===== config.mk =====
export PLATFORM = sky130hd
export DESIGN_NAME = peri_bus_arbiter
export DESIGN_NICKNAME = d
export VERILOG_FILES = /design/src/rtl/peri_arb_pkg.sv /design/src/rtl/peri_arb_id_fifo.sv /design/src/rtl/peri_bus_arbiter.sv
export SDC_FILE = /design/constraint.sdc
export NUM_CORES = 1
export LEC_CHECK = 0
export CORE_AREA = 2 2 122 124
export CTS_CLUSTER_SIZE = 8
export DETAILED_ROUTE_END_ITERATION = 8
export DIE_AREA = 0 0 124 126
export PLACE_DENSITY = 0.61
export SLEW_MARGIN = 20
export SYNTH_ARGS = -nofsm -noshare
export SYNTH_HDL_FRONTEND = slang
export SYNTH_HIERARCHICAL = 1
export SYNTH_SLANG_ARGS = --single-unit

===== constraint.sdc =====
create_clock -name clk -period 2.21 [get_ports clk]
set_clock_uncertainty 0.2 [all_clocks]
set_input_delay 0.442 -clock clk [delete_from_list [all_inputs] [get_ports clk]]
set_output_delay 0.442 -clock clk [all_outputs]
set_load 0.05 [all_outputs]

===== src/rtl/peri_arb_pkg.sv =====
// Shared types and limits for the peripheral bus arbiter.
package peri_arb_pkg;

    localparam int MaxMasters          = 4;
    localparam int MaxOutstandingLimit = 4;

    // Field widths of the request bundle; the top level casts to its own widths.
    localparam int BusAddrWidth = 32;
    localparam int BusDataWidth = 32;

    typedef logic [1:0] mst_idx_t;

    // One master's request fields, as selected by the arbiter.
    typedef struct packed {
        logic [BusAddrWidth-1:0]   addr;
        logic                      we;
        logic [BusDataWidth/8-1:0] be;
        logic [BusDataWidth-1:0]   wdata;
    } req_bundle_t;

endpackage


===== src/rtl/peri_arb_id_fifo.sv =====
// In-order FIFO of issuing-master indices for outstanding bus transactions.
module peri_arb_id_fifo #(
    parameter int Depth = 2,
    parameter int Width = 1
) (
    input  logic             clk,
    input  logic             rst_n,
    input  logic             push_i,
    input  logic             pop_i,
    input  logic [Width-1:0] wdata_i,
    output logic [Width-1:0] rdata_o,
    output logic             full_o,
    output logic             empty_o
);

    localparam int PtrW = (Depth > 1) ? $clog2(Depth) : 1;
    localparam int CntW = $clog2(Depth + 1);

    logic [Width-1:0] mem_q [Depth];
    logic [PtrW-1:0]  wr_ptr_q, wr_ptr_d;
    logic [PtrW-1:0]  rd_ptr_q, rd_ptr_d;
    logic [CntW-1:0]  cnt_q, cnt_d;
    logic             do_push, do_pop;

    assign full_o  = (cnt_q == CntW'(Depth));
    assign empty_o = (cnt_q == '0);
    assign rdata_o = mem_q[rd_ptr_q];
    assign do_push = push_i & ~full_o;
    assign do_pop  = pop_i & ~empty_o;

    // Next pointers wrap at Depth-1; the count moves only when exactly one side acts.
    always_comb begin
        wr_ptr_d = wr_ptr_q;
        rd_ptr_d = rd_ptr_q;
        cnt_d    = cnt_q;
        if (do_push) begin
            wr_ptr_d = (wr_ptr_q == PtrW'(Depth - 1)) ? '0 : wr_ptr_q + 1'b1;
        end
        if (do_pop) begin
            rd_ptr_d = (rd_ptr_q == PtrW'(Depth - 1)) ? '0 : rd_ptr_q + 1'b1;
        end
        if (do_push && !do_pop) begin
            cnt_d = cnt_q + 1'b1;
        end else if (do_pop && !do_push) begin
            cnt_d = cnt_q - 1'b1;
        end
    end

    // Storage and pointer registers; reset empties the FIFO.
    always_ff @(posedge clk or negedge rst_n) begin
        if (!rst_n) begin
            wr_ptr_q <= '0;
            rd_ptr_q <= '0;
            cnt_q    <= '0;
            for (int i = 0; i < Depth; i++) begin
                mem_q[i] <= '0;
            end
        end else begin
            wr_ptr_q <= wr_ptr_d;
            rd_ptr_q <= rd_ptr_d;
            cnt_q    <= cnt_d;
            if (do_push) begin
                mem_q[wr_ptr_q] <= wdata_i;
            end
        end
    end

endmodule


===== src/rtl/peri_bus_arbiter.sv =====
// Round-robin arbiter sharing one req/gnt/rvalid peripheral port between masters.
// Handshake: a request is accepted in the cycle where s_req_o and s_gnt_i are both
// high; an unaccepted request stays locked to its master until accepted, and each
// s_rvalid_i returns to the master at the head of the in-order ID FIFO.
module peri_bus_arbiter
    import peri_arb_pkg::*;
#(
    parameter int NumMasters     = 2,
    parameter int MaxOutstanding = 2,
    parameter int AddrWidth      = 32,
    parameter int DataWidth      = 32
) (
    input  logic                              clk,
    input  logic                              rst_n,
    input  logic [NumMasters-1:0]             m_req_i,
    output logic [NumMasters-1:0]             m_gnt_o,
    input  logic [NumMasters*AddrWidth-1:0]   m_addr_i,
    input  logic [NumMasters-1:0]             m_we_i,
    input  logic [NumMasters*DataWidth/8-1:0] m_be_i,
    input  logic [NumMasters*DataWidth-1:0]   m_wdata_i,
    output logic [NumMasters-1:0]             m_rvalid_o,
    output logic [NumMasters*DataWidth-1:0]   m_rdata_o,
    output logic                              s_req_o,
    input  logic                              s_gnt_i,
    output logic [AddrWidth-1:0]              s_addr_o,
    output logic                              s_we_o,
    output logic [DataWidth/8-1:0]            s_be_o,
    output logic [DataWidth-1:0]              s_wdata_o,
    input  logic                              s_rvalid_i,
    input  logic [DataWidth-1:0]              s_rdata_i,
    output logic                              err_o
);

    localparam int BeWidth = DataWidth / 8;
    localparam int IdxW    = (NumMasters > 1) ? $clog2(NumMasters) : 1;

    mst_idx_t        ptr_q, ptr_d;
    mst_idx_t        lock_idx_q, lock_idx_d;
    logic            lock_q, lock_d;
    logic            err_q, err_d;
    mst_idx_t        win_idx;
    logic            win_valid;
    req_bundle_t     sel;
    logic            handshake;
    logic            fifo_full, fifo_empty, fifo_pop;
    logic [IdxW-1:0] fifo_head;

    // Winner: the locked master if it still requests, else first requester from the pointer.
    always_comb begin
        win_valid = 1'b0;
        win_idx   = '0;
        if (rst_n) begin
            if (lock_q) begin
                for (int i = 0; i < NumMasters; i++) begin
                    if (i == int'(lock_idx_q) && m_req_i[i]) begin
                        win_valid = 1'b1;
                        win_idx   = mst_idx_t'(i);
                    end
                end
            end
            if (!win_valid) begin
                // Scan farthest-first so the nearest requester is the last one written.
                for (int k = NumMasters - 1; k >= 0; k--) begin
                    for (int i = 0; i < NumMasters; i++) begin
                        if (i == (int'(ptr_q) + k) % NumMasters && m_req_i[i]) begin
                            win_valid = 1'b1;
                            win_idx   = mst_idx_t'(i);
                        end
                    end
                end
            end
        end
    end

    // Pick the winner's request fields.
    always_comb begin
        sel = '0;
        for (int i = 0; i < NumMasters; i++) begin
            if (win_valid && i == int'(win_idx)) begin
                sel.addr  = BusAddrWidth'(m_addr_i[i*AddrWidth +: AddrWidth]);
                sel.we    = m_we_i[i];
                sel.be    = (BusDataWidth/8)'(m_be_i[i*BeWidth +: BeWidth]);
                sel.wdata = BusDataWidth'(m_wdata_i[i*DataWidth +: DataWidth]);
            end
        end
    end

    assign s_req_o   = win_valid & ~fifo_full;
    assign handshake = s_req_o & s_gnt_i;
    assign s_addr_o  = s_req_o ? AddrWidth'(sel.addr) : '0;
    assign s_we_o    = s_req_o & sel.we;
    assign s_be_o    = s_req_o ? BeWidth'(sel.be) : '0;
    assign s_wdata_o = s_req_o ? DataWidth'(sel.wdata) : '0;
    assign fifo_pop  = s_rvalid_i & ~fifo_empty;
    assign err_o     = err_q;

    // Grant passthrough to the winner and response routing to the FIFO head.
    always_comb begin
        m_gnt_o    = '0;
        m_rvalid_o = '0;
        m_rdata_o  = '0;
        for (int i = 0; i < NumMasters; i++) begin
            if (handshake && i == int'(win_idx)) begin
                m_gnt_o[i] = 1'b1;
            end
            if (rst_n && fifo_pop && i == int'(fifo_head)) begin
                m_rvalid_o[i]                    = 1'b1;
                m_rdata_o[i*DataWidth +: DataWidth] = s_rdata_i;
            end
        end
    end

    // Next-state for pointer, lock and sticky error.
    always_comb begin
        ptr_d      = ptr_q;
        lock_d     = s_req_o & ~s_gnt_i;
        lock_idx_d = lock_d ? win_idx : lock_idx_q;
        err_d      = err_q | (s_rvalid_i & fifo_empty);
        if (handshake) begin
            ptr_d = mst_idx_t'((int'(win_idx) + 1) % NumMasters);
        end
    end

    // Arbiter state registers.
    always_ff @(posedge clk or negedge rst_n) begin
        if (!rst_n) begin
            ptr_q      <= '0;
            lock_q     <= 1'b0;
            lock_idx_q <= '0;
            err_q      <= 1'b0;
        end else begin
            ptr_q      <= ptr_d;
            lock_q     <= lock_d;
            lock_idx_q <= lock_idx_d;
            err_q      <= err_d;
        end
    end

    peri_arb_id_fifo #(
        .Depth (MaxOutstanding),
        .Width (IdxW)
    ) u_id_fifo (
        .clk     (clk),
        .rst_n   (rst_n),
        .push_i  (handshake),
        .pop_i   (fifo_pop),
        .wdata_i (IdxW'(win_idx)),
        .rdata_o (fifo_head),
        .full_o  (fifo_full),
        .empty_o (fifo_empty)
    );

endmodule


# Yosys cells after proc, flatten, opt, wreduce, memory -nomap -nowiden
# Cells that the tools add are included.
# totals
register_bits	11
out_inout_bits	139
# classes
n_bitwise	16
n_eq_ne	4
addsub	6
order_cmp	3
mux	39
n_reduce_logical	24
# op_table
cell	n
two-way mux 69 bit	2
two-way mux 32 bit	4
logical NOT 32 bit	2
two-way mux 1 bit	22
logical AND 1 bit	16
two-way mux 2 bit	8
bitwise AND 1 bit	8
== test 2 bit, first input constant	3
logical NOT 2 bit	3
adder 1 bit, second input constant	4
greater-or-equal comparator 2 bit, second input constant	2
two-way mux 4 bit	1
NOT 1 bit	4
NOT 1 -> 2 bit	2
adder 2 x 1 -> 2 bit, second input constant	1
bitwise mux 2 bit	1
== test 2 bit, second input constant	1
logical NOT 1 bit	2
less-than comparator 2 x 1 -> 1 bit, second input constant	1
nonzero test 2 bit	1
subtractor 2 x 1 -> 2 bit, second input constant	1
bitwise AND 1 bit, first input constant	1
demux 1 bit (select 1 bit)	1
bitwise OR 1 bit	1

# Depth between registers and ports, before layout
# logic_depth
depth_word	17
depth_mapped	10
mapped_depth_nobuf	10

# Cells and area by module
# Netlist, hierarchy kept.
# by_module_without_submodules
mod	n_inst	cells_per_inst	area_each_um2
peri_bus_arbiter	1	356	2966.6
peri_arb_id_fifo	1	23	284.0

# Least setup slack after synthesis
# No wires, ideal clock.
# synth_path
kind	register -> output
from	register u_id_fifo.cnt_q[0]
to	output s_addr_o[0]
stages_incl_launch_ff	7
path_slack_ps	-244
arrival_time_ps	1812
cell_sequence	dfrtp_1 -> nand2b_2 -> inv_1 -> inv_2 -> o211ai_2 -> buf_2 -> o32ai_2
# synth_via
elab_chain_len	4
# synth_rtl
element	line	source
start, declared	peri_arb_id_fifo.sv:22	logic [CntW-1:0] cnt_q, cnt_d;
start signal, assigned	peri_arb_id_fifo.sv:61	cnt_q <= cnt_d;
== test 2 bit	peri_arb_id_fifo.sv:25	assign full_o = (cnt_q == CntW'(Depth));
net fifo_full	peri_bus_arbiter.sv:45	logic fifo_full, fifo_empty, fifo_pop;
NOT 1 bit	peri_bus_arbiter.sv:88	assign s_req_o = win_valid & ~fifo_full;
bitwise AND 1 bit	peri_bus_arbiter.sv:88	
two-way mux 32 bit	peri_bus_arbiter.sv:90	assign s_addr_o = s_req_o ? AddrWidth'(sel.addr) : '0;
end, declared	peri_bus_arbiter.sv:25	output logic [AddrWidth-1:0] s_addr_o,
# The timed path passes the listed nets, and every way through them passes these cells.

# Worst setup path in the final report
# layout_path
from	register u_id_fifo.cnt_q[0]
to	output s_addr_o[31]
# Same word-level chain as after synthesis.

==> reports/results.ini <==
[status]
status = finished, violations left
violations = negative setup slack

[sta]
fin_hold_ws_ps = 112
finalSetupViolations = 138
slew_violations = 0
tightest_slew_ps = 377
hold_viol_final = 0
grt_setup_unrepaired = true
period_needed_ps = 2510
fin_crit_sh = 1.13
max_freq_mhz = 399
fin_ws_ps = -296
relSlewSlack = 0.749

[final_layout]
nFillCells = 1047
seqCellArea_um2 = 250
area_growth_pct = 198
multi_input_area_um2 = 3440
fin_util = 0.676
stdcell_area_um2 = 9680
drive_above_1_share = 0.538
instances_no_fill = 906
nets = 896

[route]
drc = 0
wl_per_cell_um = 21.2
drt_iter0_drc = 163
routed_wl_mm = 19.2
ant_nets = 0
vias_per_cell = 5.12
via_count = 4640
dr.pass1.iters = 4

[placed_design]
port_buffers = 314
place_inst = 872
place_area_um2 = 8730
detailed_place_hpwl_mm = 14.6
routabilityCongestion = 0.826

[cts]
cts.clk_slew.worst_paths_ps = 40
numCtsBuffers = 3
cts_max_level = 1
insertion_delay_ps = 240
clock_sinks = 10
cts.path.max_buffers = 2
cts_tree = done
cts_root_buf = clkbuf_16

[grt]
grt_pass1_wl_mm = 28.1
grt_max_degree = 34
grt-ovfl-total = 0
grt_usage = 0.230
grt_pass1_vias = 5144
antenna_found_initial = 4

[power_and_ir_drop]
switchingPower_mw = 2.76
report.power.total_mw = 5.82
power_frac_clock = 0.062
vdd_drop_max_uv = 414
power.density_nw_per_um2 = 602
p_leak_nw = 3.57
swShare = 0.473
pwr-share-comb = 0.883
pwr-share-seq = 0.055
intPower_mw = 3.07

[critical_path]
start_kind = flop
cp.required_ps = 1570
cp_data_arrival_time_ps = 1860
reg2reg_depth = 11
r2r_start = u_id_fifo/cnt_q[0]
r2r_end = u_id_fifo/cnt_q[1]
cp-end-kind = output pin
rrSetupSlack_ps = 90
path_max_fanout = 4
crit_type = flop to output pin

[yosys]
synthTopCellsByArea = o32ai_2 35%, o2111ai_1 19%, and2_1 13%, inv_1 8.7%, dfrtp_1 7.7%
synth_compound_area_frac = 0.550
ys_seq_elements = 10
synth_xor_area_frac = 0.0135
yosys_warnings = 6
synthArstFlopShare = 1.00
synth_top_family_by_area = compound AO/OA/AOI/OAI gates
synthAdderAreaFrac = 0.00385
postSynthAreaPerCell_um2 = 8.58
syn-num-nets = 556
yosysMostFrequentCell = inv_1
muxShareOfSynthArea = 0.0204
synth_flop_cell = dfrtp_1
netlist_area_um2 = 3250
synthCells = 379
synth_common_cells = 75 x inv_1, 71 x o2111ai_1, 69 x o32ai_2
yosys.area_share.simple = 0.144
synth_edf_count = 0
yosys.area.top_type = o32ai_2
ys_seq_area_frac = 0.0770
yosys.area.top_type_share = 0.345
synth.distinct_cells = 27

[floorplanning]
start_util = 0.227
die_h_um = 126
io_pins = 315
die_x_um = 124
die_area_um2 = 15600
core_um2 = 14300
fp-row-count = 44

[worst_hold_path]
hp-class = input port to asynchronous set/reset pin

[flow_run]
max-cap-violations = 0

kinds of logic (layout without fill, tap and decap cells):
group           count (synthesis)  in the layout
compound gates                145            145
xor+xnor                        5              5
fa+ha+maj                       1              1
buf+inv                       136            475
flops                          10             10
mux                             6              6
other cells                     0              4
simple gates                   76             76
layout make-up:
type | instances | area share
inverters | 77 | 0.0304
flip-flops and latches | 10 | 0.0259
well taps | 184 | 0.0238
clock buffers | 4 | 0.00918
repair buffers | 394 | 0.555
diodes | 4 | 0.00103
multi-input cells | 233 | 0.355
power by group through the flow:
stage               clock network, mW  logic, mW  registers [mW]
floorplan                           0       2.53           0.305
global placement                    0       4.29           0.299
detailed placement                  0       4.34           0.306
CTS                             0.366       4.95           0.309
global route                    0.374       5.37           0.329
finish                          0.363       5.14           0.319
worst max-delay path by stage:
stage / from / to / depth (start not counted)
detailed placement: s_rvalid_i / m_rdata_o[31] / 6
floorplan: u_id_fifo/rd_ptr_q / m_rdata_o[22] / 4
global route: u_id_fifo/cnt_q[0] / s_addr_o[31] / 9
global placement: s_rvalid_i / m_rdata_o[0] / 6
CTS: u_id_fifo/cnt_q[1] / s_addr_o[26] / 8
finish: u_id_fifo/cnt_q[0] / s_addr_o[31] / 9
critical path, stage by stage (launching register included):
cell	delay (ps)
dfrtp_1	380
nand2b_4	160
inv_4	40
inv_4	60
o211ai_4	110
buf_12	150
clkbuf_16	140
buf_6	110
o32ai_4	280
buf_6	200
sequential cells by signal, summed over array words and instances, names as in the netlist:
register	count
lock_idx_q	1
ptr_q	1
u_id_fifo/wr_ptr_q	1
u_id_fifo/cnt_q	2
lock_q	1
u_id_fifo/rd_ptr_q	1
err_o	1
u_id_fifo/mem_q	2
per-stage QoR:
step,setup TNS [ps],worst slack [ps]
after floorplan,-1670,-51.5
after global placement,-22710,-275
after detailed placement,-25050,-310
after CTS,-27380,-274
after global routing,-35620,-362
final,-29630,-296
metal layers:
metal	GRT usage	routed length, um
met5	0	0
met4	0.0720	627
met3	0.0747	1850
met2	0.444	10500
met1	0.227	6190
what timing repair did:
| action | in CTS | in global routing |
|---|---|---|
| endpoints found under the setup margin | 138 | 139 |
| setup buffers | 11 | 9 |
| resized for setup | 126 | 18 |
| cloned | 7 | 4 |
| hold endpoints to repair | 1 | 0 |
| hold buffers | 1 | 0 |
| pin swaps | 25 | 9 |
cell usage in the layout, fill, tap and decap left out, drive strengths merged, types with 4 or more instances in the layout:
cell	n
nor2	4
mux2	5
inv	77
dfrtp	10
o2111ai	71
o32ai	69
and2	65
clkdlybuf4s50	171
diode	4
buf	217
clkbuf	8
(Power assumes the default switching activity.)
